### src/rtl/rx_link_monitor.sv
// rx_link_monitor: per-lane 8b/10b receive link monitor.
// Each lane runs its own LOS/ACQ/SYNC comma-lock FSM with a leaky error
// accumulator that drops the lane out of sync on sustained errors.
// Optional per-lane saturating error counters are built only when
// RX_LINK_MON_ERR_CNT_EN is defined. Otherwise ErrCount reads zero and
// CntClr is ignored. The port list is the same in both builds.

// Per-lane lock FSM. All state advances only on cycles with rxValid high.
module rx_link_monitor_lane #(
    parameter int LOCK_COMMAS = 4,
    parameter int ERR_LIMIT   = 4,
    parameter int GOOD_SYMS   = 4
) (
    input  logic       clk,
    input  logic       rstN,
    input  logic       rxValid,
    input  logic [7:0] rxSym,
    input  logic       rxK,
    input  logic       decErr,
    input  logic       dispErr,
    output logic       symErr,
    output logic       laneSync,
    output logic       lossOfSync
);
    localparam int CCW = $clog2(LOCK_COMMAS + 1);
    localparam int AW  = $clog2(ERR_LIMIT + 1);
    localparam int RW  = $clog2(GOOD_SYMS + 1);

    localparam logic [CCW-1:0] LOCK_V = CCW'(LOCK_COMMAS);
    localparam logic [AW-1:0]  ERR_V  = AW'(ERR_LIMIT);
    localparam logic [RW-1:0]  GOOD_V = RW'(GOOD_SYMS);

    typedef enum logic [1:0] {
        LOS  = 2'd0,
        ACQ  = 2'd1,
        SYNC = 2'd2
    } lockStateT;

    lockStateT      state, stateNxt;
    logic [CCW-1:0] commaCnt, commaCntNxt;
    logic [AW-1:0]  acc, accNxt;
    logic [RW-1:0]  run, runNxt;
    logic           lossNxt;
    logic           comma;

    // An error on a valid symbol never counts as a comma.
    assign symErr = rxValid & (decErr | dispErr);
    assign comma  = rxValid & rxK & (rxSym == 8'hBC) & ~symErr;

    // State, counters and the registered output decode.
    always_ff @(posedge clk or negedge rstN) begin
        if (!rstN) begin
            state      <= LOS;
            commaCnt   <= '0;
            acc        <= '0;
            run        <= '0;
            laneSync   <= 1'b0;
            lossOfSync <= 1'b0;
        end else begin
            state      <= stateNxt;
            commaCnt   <= commaCntNxt;
            acc        <= accNxt;
            run        <= runNxt;
            laneSync   <= (stateNxt == SYNC);
            lossOfSync <= lossNxt;
        end
    end

    // Next-state logic; an idle cycle (rxValid low) holds everything.
    always_comb begin
        stateNxt    = state;
        commaCntNxt = commaCnt;
        accNxt      = acc;
        runNxt      = run;
        lossNxt     = 1'b0;
        if (rxValid) begin
            unique case (state)
                LOS: begin
                    if (comma) begin
                        if (LOCK_COMMAS <= 1) begin
                            stateNxt    = SYNC;
                            commaCntNxt = '0;
                            accNxt      = '0;
                            runNxt      = '0;
                        end else begin
                            stateNxt    = ACQ;
                            commaCntNxt = CCW'(1);
                        end
                    end
                end
                ACQ: begin
                    if (symErr) begin
                        stateNxt    = LOS;
                        commaCntNxt = '0;
                    end else if (comma) begin
                        if (commaCnt + CCW'(1) == LOCK_V) begin
                            stateNxt    = SYNC;
                            commaCntNxt = '0;
                            accNxt      = '0;
                            runNxt      = '0;
                        end else begin
                            commaCntNxt = commaCnt + CCW'(1);
                        end
                    end
                end
                SYNC: begin
                    if (symErr) begin
                        // Error wins over a coinciding run completion.
                        runNxt = '0;
                        if (acc + AW'(1) == ERR_V) begin
                            stateNxt = LOS;
                            accNxt   = '0;
                            lossNxt  = 1'b1;
                        end else begin
                            accNxt = acc + AW'(1);
                        end
                    end else if (run + RW'(1) == GOOD_V) begin
                        runNxt = '0;
                        if (acc != '0) begin
                            accNxt = acc - AW'(1);
                        end
                    end else begin
                        runNxt = run + RW'(1);
                    end
                end
                default: begin
                    stateNxt    = LOS;
                    commaCntNxt = '0;
                    accNxt      = '0;
                    runNxt      = '0;
                end
            endcase
        end
    end
endmodule

// Top: LANES independent lane monitors plus the shared AllSync and counters.
module rx_link_monitor #(
    parameter int LANES       = 4,
    parameter int LOCK_COMMAS = 4,
    parameter int ERR_LIMIT   = 4,
    parameter int GOOD_SYMS   = 4,
    parameter int CNT_W       = 16
) (
    input  logic                   RxBitCLK_10,
    input  logic                   Reset,
    input  logic [LANES-1:0]       RxValid,
    input  logic [8*LANES-1:0]     RxParallel_8,
    input  logic [LANES-1:0]       RxDataK,
    input  logic [LANES-1:0]       Decode_Error,
    input  logic [LANES-1:0]       Disparity_Error,
    input  logic                   CntClr,
    output logic [LANES-1:0]       LaneSync,
    output logic                   AllSync,
    output logic [LANES-1:0]       LossOfSync,
    output logic [CNT_W*LANES-1:0] ErrCount
);
    logic [LANES-1:0] symErr;

    for (genvar i = 0; i < LANES; i++) begin : gLane
        rx_link_monitor_lane #(
            .LOCK_COMMAS (LOCK_COMMAS),
            .ERR_LIMIT   (ERR_LIMIT),
            .GOOD_SYMS   (GOOD_SYMS)
        ) uLane (
            .clk        (RxBitCLK_10),
            .rstN       (Reset),
            .rxValid    (RxValid[i]),
            .rxSym      (RxParallel_8[8*i +: 8]),
            .rxK        (RxDataK[i]),
            .decErr     (Decode_Error[i]),
            .dispErr    (Disparity_Error[i]),
            .symErr     (symErr[i]),
            .laneSync   (LaneSync[i]),
            .lossOfSync (LossOfSync[i])
        );
    end

    // Combinational AND so AllSync tracks LaneSync with no added latency.
    assign AllSync = &LaneSync;

`ifdef RX_LINK_MON_ERR_CNT_EN
    logic [LANES-1:0][CNT_W-1:0] errCnt;

    // Saturating per-lane error counters; clear beats a same-cycle error.
    always_ff @(posedge RxBitCLK_10 or negedge Reset) begin
        if (!Reset) begin
            errCnt <= '0;
        end else if (CntClr) begin
            errCnt <= '0;
        end else begin
            for (int i = 0; i < LANES; i++) begin
                if (symErr[i] && (errCnt[i] != {CNT_W{1'b1}})) begin
                    errCnt[i] <= errCnt[i] + CNT_W'(1);
                end
            end
        end
    end

    assign ErrCount = errCnt;
`else
    logic unusedCntSrc;

    assign ErrCount     = '0;
    assign unusedCntSrc = ^{CntClr, symErr};
`endif
endmodule

### config.mk
export PLATFORM = sky130hd
export DESIGN_NAME = rx_link_monitor
export DESIGN_NICKNAME = d
export VERILOG_FILES = /design/src/rtl/rx_link_monitor.sv
export SDC_FILE = /design/constraint.sdc
export NUM_CORES = 1
export LEC_CHECK = 0
export ABC_AREA = 1
export CAP_MARGIN = 20
export CORE_MARGIN = 10
export CORE_UTILIZATION = 30
export DETAILED_ROUTE_END_ITERATION = 12
export GPL_ROUTABILITY_DRIVEN = 0
export GPL_TIMING_DRIVEN = 0
export SLEW_MARGIN = 20
export SYNTH_ARGS = -nofsm -noshare
export SYNTH_HDL_FRONTEND = slang
export SYNTH_HIERARCHICAL = 1
export SYNTH_SLANG_ARGS = --single-unit
export TNS_END_PERCENT = 100
### constraint.sdc
create_clock -name RxBitCLK_10 -period 1.4 [get_ports RxBitCLK_10]
set_input_delay 0.21 -clock RxBitCLK_10 [delete_from_list [all_inputs] [get_ports RxBitCLK_10]]
set_output_delay 0.21 -clock RxBitCLK_10 [all_outputs]
set_load 0.01 [all_outputs]
; Word-level counts from Yosys, hierarchy flattened
; Index checks and enable logic that the tools add are counted.
[classes]
add_sub_neg = 16
mul = 0
div_mod_pow = 0
n_lt_le_gt_ge = 0
n_eq_ne = 56
shift = 0
muxes = 112
bitwise_logic = 32
n_reduce_logical = 21
[op_table]
columns = cell, n
row1 = $mux W3, 52
row2 = $pmux W3 S3, 12
row3 = $mux W2, 28
row4 = $add A3 B1 Y3 const B, 12
row5 = $eq A3 B3 Y1 const B, 12
row6 = $ne A3 B1 Y1 const B, 12
row7 = $eq A8 B8 Y1 const B, 4
row8 = $reduce_and A7 Y1, 4
row9 = $ne A2 B1 Y1 const B, 12
row10 = $pmux W2 S3, 4
row11 = $reduce_and A4 Y1, 5
row12 = $reduce_and A5 Y1, 4
row13 = $and A1 B1 Y1, 16
row14 = $eq A2 B2 Y1 const B, 8
row15 = $mux W1, 16
row16 = $not A1 Y1, 12
row17 = $reduce_bool A3 Y1, 4
row18 = $sub A3 B1 Y3 const B, 4
row19 = $eq A2 B1 Y1 const B, 4
row20 = $logic_not A2 Y1, 4
row21 = $ne A2 B2 Y1 const B, 4
row22 = $or A1 B1 Y1, 4
[totals]
regBits = 52
latchBits = 0
ramBits = 0
romBits = 0
in_bits = 51
out_inout_bits = 73
elab_cells = 261
mem_count = 0

; Depth between registers and ports, before layout
[logic_depth]
depth_word = 9
mapped_depth = 10
mapped_depth_nobuf = 10

; Cells and area by module
; The synthesis kept the hierarchy.
[by_module_without_submodules]
columns = mod, instances, cells_each, area_per_inst_um2, seq_area_each_um2
row1 = rx_link_monitor_lane (gLane[0].uLane ...), 2, 140, 1032.2, 325.3
row2 = rx_link_monitor_lane (gLane[2].uLane ...), 2, 139, 1019.7, 325.3
row3 = rx_link_monitor, 1, 68, 495.5, 0.0

; Least setup slack after synthesis
; OpenSTA, ideal clock, no wires.
[synth_path]
kind = reg-to-reg
start = reg gLane[2].uLane.commaCnt[0]
end = reg gLane[2].uLane.state[1]
setup_ps = 116
t_arrival_ps = 1260
t_required_ps = 1284
slack_ps = 24
stages_incl_launch_ff = 9
n_path_buf = 0
period_less_slack_ps = 1376
cell_sequence = dfrtp_1 > ha_1 > or2_2 > nand3_1 > inv_1 > nand3_1 > nand2_1 > nand2_1 > nand2_1
[synth_between]
elab_chain_cells = 7
[synth_rtl]
columns = item, line
row1 = start: declaration, 40  ; logic [CCW-1:0] commaCnt, commaCntNxt;
row2 = start signal: assignment, 61  ; commaCnt <= commaCntNxt;
row3 = $add A3 B1 Y3, 96  ; if (commaCnt + CCW'(1) == LOCK_V) begin
row4 = $eq A3 B3 Y1, 96
row5 = $mux W2, 96
row6 = $mux W2, 95  ; end else if (comma) begin
row7 = $mux W2, 92  ; if (symErr) begin
row8 = $pmux W2 S3, 77  ; unique case (state)
row9 = $mux W2, 76  ; if (rxValid) begin
row10 = named net gLane[2].uLane.stateNxt[1], 39  ; lockStateT state, stateNxt;
row11 = end signal: assignment, 60  ; state <= stateNxt;
row12 = end: declaration, 39
; The timed path passes the listed nets, and every way through them passes these cells.
; A chain may end at the register's enable or synchronous reset.

; Final worst setup path
[layout_path]
start = reg gLane[2].uLane.run[1]
end = reg gLane[2].uLane.run[2]
[layout_between]
elab_chain_cells = 5
[layout_rtl]
columns = item, line
row1 = start: declaration, 42  ; logic [RW-1:0] run, runNxt;
row2 = start signal: assignment, 63  ; run <= runNxt;
row3 = $add A3 B1 Y3 (*), "117, 123"
row4 = $eq A3 B3 Y1, 117  ; end else if (run + RW'(1) == GOOD_V) begin
row5 = $mux W3 (*), 117
row6 = $mux W3 (*), 107  ; if (symErr) begin
row7 = $pmux W3 S3 (*), 77
; Mark *: on every way between the ends. The rest lies on a longest branch, timed or not.

==> impl_results.md <==
- Status: finished, violations left
- Failing checks: negative setup slack
- MaxCap Viol Count: 0
- Dpl ws: -0.3586 ns
- Worst Hold Class: primary input to flop
- Final Cycle Share: 1.077
- Fillers: ~1500
- Mapped Cells: roughly 630
- Core area: about 15000 µm²
- Layout cell share with drive strength beyond 1: 0.3433
- Syn_area_per_cell: between 7 and 8 µm²
- Average wire per standard cell: between 10 and 15 µm
- Crit path cell chain: ha_2 -> nor2_1 -> nor2_4 -> buf_4 -> buf_4 -> buf_4 -> nand3b_1 -> nand2_1
- Routed wire length: approximately 11 mm
- Num ports: about 120
- Pwr per Cell Area: around 550 nW/µm²
- Chip height: roughly 140 µm
- Crit path largest cell delay: about 0.40 ns
- Vias in the first global route: roughly 4000
- Top_reg_cell synth: dfrtp_1
- Worst EP arrival: around 1.7 ns
- Slew headroom: 0.5309
- Initial antenna violation count: 0
- Leakage power: approximately 3.5 nW
- CTS root buf: clkbuf_16
- Layout Nets: between 800 and 900
- Fmax: roughly 660 MHz
- Worst setup path category: flop to flop
- CP max-delay cell: dfrtp_1
- Worst EP required: 1.59 ns
- Clock sink total: between 50 and 60
- Register area share after synthesis: 0.2829
- Vias per cell: 4.192
- Setup_tns: -0.5487 ns
- Final Cell Area: about 6600 µm²
- Die area: 20680 µm²
- First-pass GRT wire length: ~18 mm
- VDD IR max: between 0.4 and 0.5 mV
- FF+latch count, synth: 52
- Post-route ant nets: 0
- Slew Limit Fails: 0
- Clk slew on worst S/H paths: around 0.070 ns
- Ant diodes: 0
- Total GRT Usage: 0.1021
- CTS tree: built
- Detailed Routing Iterations Pass 1: 4
- Final-report hold violation count: 0
- Post-synth EDFFs: 0
- Mapped Area: 4599 µm²
- H-tree levels: 2
- Post-Place Cell Area: approximately 5600 µm²
- Vias post-DR: just over 4000
- CTS Buf Count: 5
- DPL Wire Length: 7.968 mm
- Syn-to-layout area delta: 42.74%
- Rows: between 40 and 50
- Hold_ws: around 0.17 ns
- Largest net degree at the start of global routing: between 50 and 60
- Residual DRC: 0
- Async set-or-reset flop fraction in the synthesized netlist: 1.000
- Post-route setup slack: -0.1080 ns
- Slew @ Worst Pin: around 0.7 ns
- Critical path's most frequent cell: buf_4
- Netlist cell types: 29
- Die width: between 100 and 150 µm
- YS warnings: 6
- RSZ-0062 raised after global routing: yes
- Power, Total: about 3.6 mW
- Initial Util: 0.3048
- Setup Skew: 0.008995 ns
- CTS Buffer Depth: 2
- Gr ovfl total: 0
- # setup viols final: 19
- PortBufs: 54
- Initial drt markers: roughly 160
- Setup crit start kind: flop
- CP Capture Type: flop
- CP Max Fanout: 3
- Fin crit period: around 1.5 ns
- Worst-Skew Late Latency: around 0.3 ns
layer usage:
metal	vias up	track usage	wire, µm
li1	2218	-	-
met1	1858	0.1192	4732
met2	75	0.1745	5590
met3	7	0.03531	732
met4	0	0.02472	89
met5	-	0	0
power breakdown:
group / switching [mW] / leakage [nW] / internal [mW]
sequential: 0.00766 / 0.726 / 1.51
clock: 0.563 / 0.0808 / 0.843
combinational: 0.325 / 2.67 / 0.341
cell usage after synthesis (12+ instances only):
library cell,count,area [µm²]
nor3_1,12,60.06
nor2_4,12,135.1
buf_4,64,480.5
nor2_1,67,251.5
nand3_1,32,160.2
ha_1,36,450.4
dfrtp_1,52,1301
inv_1,62,232.7
inv_2,12,45.04
nand2_1,166,623.1
o21ai_0,12,60.06
nand4_1,32,200.2
cell usage in the layout (no fill, tap or decap), types with 13 or more instances in the layout:
cell	instances
nor2_4	20
inv_1	51
nor2_1	54
buf_4	117
inv_2	20
nand2_2	24
nand3_2	23
nand3_1	13
nand2_1	148
nand4_1	32
conb_1	64
ha_1	24
dfrtp_1	52
clkdlybuf4s50_1	39
through the flow:
stage | utilization | cells
floorplan | - | 689
global placement | 0.3719 | 931
detailed placement | 0.3717 | 931
CTS | 0.4069 | 966
global route | 0.4351 | 992
finish | 0.4351 | 992
critical path, delay by kind of cell, from the launching register on:
family | cells | cell delay, ns
and+or+nand+nor | 4 | 0.42
buffers and inverters | 3 | 0.38
adders and majority gates | 1 | 0.20
DFF | 1 | 0.40
final cells by class:
type / count / area [µm²] / area share
tap: 188 / 235.2 / 0.03583
clock buffer: 6 / 128.9 / 0.01963
timing repair buffer: 107 / 950.9 / 0.1448
sequential: 52 / 1301 / 0.1982
inverter: 78 / 315.3 / 0.04803
buffer: 68 / 525.5 / 0.08005
multi-input combinational: 491 / 3073 / 0.4681
clock inverter: 2 / 35.03 / 0.005336
state kept, by name, summed over array words and instances, names as in the netlist:
signal / flops
gLane.uLane/acc: 12
gLane.uLane/commaCnt: 12
gLane.uLane/laneSync: 4
gLane.uLane/lossOfSync: 4
gLane.uLane/run: 12
gLane.uLane/state: 8
cells by family (layout without fill, tap and decap cells):
kind of cell	after synthesis	after routing	synth area share
adder cells (fa/ha/maj)	36	36	0.09793
AND/OR/NAND/NOR	359	359	0.3779
flip-flops	52	52	0.2829
AO/OA/AOI/OAI	28	28	0.05168
other	1	64	0.0008153
buffers and inverters	146	261	0.1812
XOR/XNOR	4	4	0.007616
worst paths after layout:
check / slack, ns / cells after the start / to / startpoint
min reg2reg: 0.51 / 2 / gLane[2].uLane/acc[1]$_DFFE_PN0P_ / gLane[2].uLane/acc[1]$_DFFE_PN0P_
max: -0.11 / 8 / gLane[2].uLane/run[2]$_DFFE_PN0P_ / gLane[2].uLane/run[1]$_DFFE_PN0P_
min in group asynchronous: 0.49 / 2 / gLane[3].uLane/run[2]$_DFFE_PN0P_ / Reset
max in group asynchronous: 0.41 / 2 / gLane[0].uLane/acc[2]$_DFFE_PN0P_ / Reset
max reg2reg: -0.11 / 8 / gLane[2].uLane/run[2]$_DFFE_PN0P_ / gLane[2].uLane/run[1]$_DFFE_PN0P_
min: 0.17 / 3 / gLane[2].uLane/state[0]$_DFF_PN0_ / RxValid[2]
what timing repair did:
action	CTS	global route
endpoints found under the hold margin	12	0
endpoints found under the setup margin	46	51
pin swaps	31	54
buffers inserted	26	26
gates resized for setup	49	78
hold buffers	1	0
Note: power is estimated with default switching activity, not from simulation.
==> edit 1: new RTL, same flow settings <==
Set the parameter `LANES` to 2 (it was 4).
--- a/src/rtl/rx_link_monitor.sv
+++ b/src/rtl/rx_link_monitor.sv
@@ -136,7 +136,7 @@
 
 // Top: LANES independent lane monitors plus the shared AllSync and counters.
 module rx_link_monitor #(
-    parameter int LANES       = 4,
+    parameter int LANES       = 2,
     parameter int LOCK_COMMAS = 4,
     parameter int ERR_LIMIT   = 4,
     parameter int GOOD_SYMS   = 4,
Ports: changed (8 resized); port bits go from 124 to 64. The function was not compared with the original's and may differ.
==> edit 1 against the unedited design <==
The flow still finishes with violations (setup timing); synthesized area shrank 49%; power shrank 55%; non-clock buffer count shrank 83; sequential share of layout area shrank 0.094 points; utilization shrank 0.38 points; cell area shrank 50%; sequential cell count shrank 26; count of clock-buffer cells in the layout shrank 2; clock power shrank 64%; setup slack gained 0.078 ns; routed wire length shrank 49%; first-iteration DRC count shrank 38%; sequential power shrank 50%; critical path type unchanged; largest power group unchanged.
==> edit 1: results (changes against the unedited design) <==
- P_int: 1.18 mW (-56%)
- Clk slew on worst S/H paths: 0.10 ns (+0.03 ns)
- Ys flop type: dfrtp_1
- Critical Path Slowest Stage Cell: dfrtp_1
- Nets: 450 (-49%)
- First-pass iteration count of the detailed router: 4 (unchanged)
- Critical path origin: gLane[0].uLane/commaCnt[0]
- Logic pwr share: 21.0% (+2.4 points)
- First-pass GRT wire length: 9510 um (-47%)
- Worst slew pin tran: 0.617 ns (-0.0871 ns)
- Setup ws final: -0.0301 ns (+0.0780 ns)
- Hpwl dp: 4270 um (-46%)
- Synth top area cells: dfrtp_1, nand2_1, buf_4
- Final setup viols: 3 (-16)
- Sequential area share after synthesis: 27.9% (-0.39 points)
- Worst-path fanout max: 5 (+2)
- Root buffer cell: clkbuf_8
- Sequential power: 759 uW (-50%)
- Hold bufs inserted after CTS: 1 (unchanged)
- Hold Startpoint: RxValid[1]
- Hold WC Path Type: primary input to register
- Global Route Usage Sum: 9.67% (-0.54 points)
- CTS Buf Count: 3 (-2)
- LEAKAGE: 1.74 nW (-50%)
- Total wire length: 5680 um (-49%)
- Max incr delay on CP: 0.41 ns
- Post-synth cell types: 29 (unchanged)
- Initial antenna violation count: 0 (unchanged)
- Largest net degree at the start of global routing: 27 (-49%)
- R2R Path End: gLane[0].uLane/acc[2]
- Clk_lat worst skew: 0.27 ns (-0.03 ns)
- Tot Pwr: 1.60 mW (-55%)
- Vias in the first global route: 2089 (-47%)
- Most frequent cells after synthesis: nand2_1, buf_4, inv_1
- Post-route setup TNS: -0.0649 ns (+0.484 ns)
- Hold path cells: 3 (unchanged)
- CTS resizes: 28 (-43%)
- # Post-CTS Setup Buffers: 19 (-27%)
- Iter 0 DRT Violations: 101 (-38%)
- Cell depth of the worst flop-to-flop path: 7 (-1)
- Drt via density: 4.08 (-2.6%)
- Peak supply drop: 0.324 mV (-24%)
- Crit-path leading delay family: simple AND/OR/NAND/NOR gates
- Regs by FF count: gLane.uLane/acc x6, gLane.uLane/commaCnt x6, gLane.uLane/run x6
- Ys Warns: 6 (unchanged)
- WHS Endpoint: gLane[1].uLane/state[1]
- R2r startpoint: gLane[0].uLane/commaCnt[0]
- Status: complete, but fails checks
- ANT cells: 0 (unchanged)
- CTS Buffer Depth: 2 (unchanged)
- Share of cells above drive strength 1: 35.1% (+0.82 points)
- Failing checks: setup timing
- H-tree Lvls: 1 (-1)
- Port Buf Inserts: 28 (-48%)
- Clk_skew: 0.00395 ns (-0.00505 ns)
- FFs w/ async S/R, synth: 100% (unchanged)
## edit 1: worst max-delay path by stage
stage,slack [ns],to
3_3_place_gp,-0.33,gLane[1].uLane/commaCnt[2]
2_1_floorplan,0.02,gLane[1].uLane/state[1]
4_1_cts,-0.04,gLane[1].uLane/acc[1]
6_report,-0.03,gLane[0].uLane/acc[2]
3_5_place_dp,-0.31,gLane[1].uLane/run[2]
5_1_grt,-0.10,gLane[0].uLane/acc[0]
## edit 1: area by class of cell
type,count,area (um2)
fill,792,4350
multi-input combinational,242,1540
sequential,26,651
timing repair buffer,58,507
buffer,34,263
inverter,40,160
tap,102,128
clock buffer,4,55.1
## edit 1: routing by layer
layer | vias up | global-route usage, % | wire length, um
li1 | 1106 | - | -
met1 | 926 | 11.2 | 2350
met2 | 28 | 17.2 | 2990
met3 | 6 | 2.62 | 282
met4 | 0 | 2.29 | 48
met5 | - | 0 | 0
## edit 1: metrics by stage
stage                     setup slack [ns]  utilization [%]  area, um2  std cells  hold WS, ns
after global placement              -0.329             37.4       2860        472        0.480
after floorplan                     0.0236                -       2450        342      -0.0856
after detailed placement            -0.313             37.3       2850        472        0.279
after CTS                          -0.0414             41.2       3150        496        0.191
final                              -0.0301             43.1       3300        506        0.200
after global routing                -0.104             43.1       3300        506        0.198
## edit 1: cell families (layout without fill, tap and decap cells)
kind of cell | after synthesis | after routing | synth area share (%)
flops | 26 | 26 | 27.9
compound gates | 15 | 15 | 5.69
buf+inv | 74 | 136 | 18.1
other cells | 1 | 32 | 0.161
fa+ha+maj | 18 | 18 | 9.66
xor+xnor | 2 | 2 | 0.751
simple gates | 175 | 175 | 37.7
==> edit 2: new RTL, config.mk and constraints unchanged <==
Made on the original files. Put a register stage on the output `LaneSync`, without a reset. The value now appears one clock later. The other outputs are not delayed to match. Comments in the files are not updated.
--- a/src/rtl/rx_link_monitor.sv
+++ b/src/rtl/rx_link_monitor.sv
@@ -155,6 +155,8 @@
     output logic [LANES-1:0]       LossOfSync,
     output logic [CNT_W*LANES-1:0] ErrCount
 );
+
+    logic [LANES-1:0] LaneSync_d;
     logic [LANES-1:0] symErr;
 
     for (genvar i = 0; i < LANES; i++) begin : gLane
@@ -171,13 +173,13 @@
             .decErr     (Decode_Error[i]),
             .dispErr    (Disparity_Error[i]),
             .symErr     (symErr[i]),
-            .laneSync   (LaneSync[i]),
+            .laneSync   (LaneSync_d[i]),
             .lossOfSync (LossOfSync[i])
         );
     end
 
     // Combinational AND so AllSync tracks LaneSync with no added latency.
-    assign AllSync = &LaneSync;
+    assign AllSync = &LaneSync_d;
 
 `ifdef RX_LINK_MON_ERR_CNT_EN
     logic [LANES-1:0][CNT_W-1:0] errCnt;
@@ -204,5 +206,9 @@
     assign ErrCount     = '0;
     assign unusedCntSrc = ^{CntClr, symErr};
 `endif
+    always_ff @(posedge RxBitCLK_10) begin
+        LaneSync <= LaneSync_d;
+    end
+
 endmodule
 
Check against the original RTL: not equivalent (Yosys sat finds a counterexample within 10 cycles, from zero or initial values and one cycle with Reset low).
==> edit 2 against the unedited design <==
The run ends with hold timing, setup timing left; non-clock buffer count fell by 1; critical endpoint is now gLane[1].uLane/acc[1]; maximum frequency increased by 5.9%; sequential share of layout area grew 1.1 points; setup slack better by 0.084 ns; global-route usage down 0.43 points; sequential cell count rose by 4; routed wire length down 3.1%; power is 0.62% lower; cell area is 0.67% higher; synthesized area is 1.7% higher; critical path depth did not move; highest routed layer unchanged.
==> edit 2: results (changes against the unedited design) <==
- Status: complete, but fails checks
- Failing checks: hold timing, setup timing
- Dpl cells: 958 (+2.9%)
- Logic pwr share: 18.4% (-0.2 points)
- Via count: 4192 (+0.82%)
- Clk_skew: 0.00541 ns (-0.00358 ns)
- Clock Power: 1.28 mW (-9%)
- Area Growth Syn to Fin: 41.2%
- Final setup viols: 8 (-11)
- First-pass GRT wire length: 17300 um (-2.6%)
- Adder-Cell Fraction of Synth Area: 9.63% (-0.17 points)
- Setup ws final: -0.0245 ns (+0.0835 ns)
- Compound-Gate Fraction of Synth Area: 5.08% (-0.088 points)
- Synth top area cells: dfrtp_1, nand2_1, buf_4
- Iter 0 DRT Violations: 264 (+61%)
- Hold WC Path Type: primary input to async pin
- Sequential area share after synthesis: 29.5% (+1.2 points)
- Post-place setup slack: -0.386 ns (-0.0279 ns)
- FFs w/ async S/R, synth: 92.9% (-7.1 points)
- CTS resizes: 57 (+16%)
- Met3 wire len: 802 um (+9.6%)
- WHS: -0.0291 ns (-0.204 ns)
- Post-synth cell types: 30 (+3.4%)
- Vias in the first global route: 3870 (-1.9%)
- Total wire length: 10800 um (-3.1%)
- Routing usage on met3: 2.93% (-0.60 points)
- Peak supply drop: 0.483 mV (+14%)
- Global Route Usage Sum: 9.78% (-0.43 points)
- Cells after Synth: 630 (+0.64%)
- WL met2: 5320 um (-4.8%)
- # Post-CTS Setup Buffers: 31 (+19%)
- Hold bufs inserted after CTS: 0 (-1)
- Met1 wire length: 4650 um (-1.8%)
- Final Hold Violating Endpoints: 52 (+52)
- Sw Ratio: 24.9% (about the same)
==> edit 2: worst paths after layout <==
| check | start | endpoint | slack [ns] | cells after the start |
|---|---|---|---|---|
| max in group asynchronous | Reset | gLane[1].uLane/state[1] | 0.94 | 1 |
| max | gLane[1].uLane/run[1] | gLane[1].uLane/acc[1] | -0.02 | 8 |
| min in group RxBitCLK_10 | RxValid[1] | gLane[1].uLane/state[1] | 0.18 | 3 |
| min reg2reg | gLane[2].uLane/laneSync | LaneSync[2] | 0.37 | 0 |
| min | Reset | gLane[3].uLane/run[2] | -0.03 | 1 |
| max reg2reg | gLane[1].uLane/run[1] | gLane[1].uLane/acc[1] | -0.02 | 8 |
==> edit 2: layout make-up <==
cell class,count,share of cell area [%]
inverter,78,4.70
multi-input combinational,491,46.0
sequential,56,20.9
timing repair buffer,106,14.2
tap,211,3.99
clock buffer,8,2.22
buffer,68,7.95
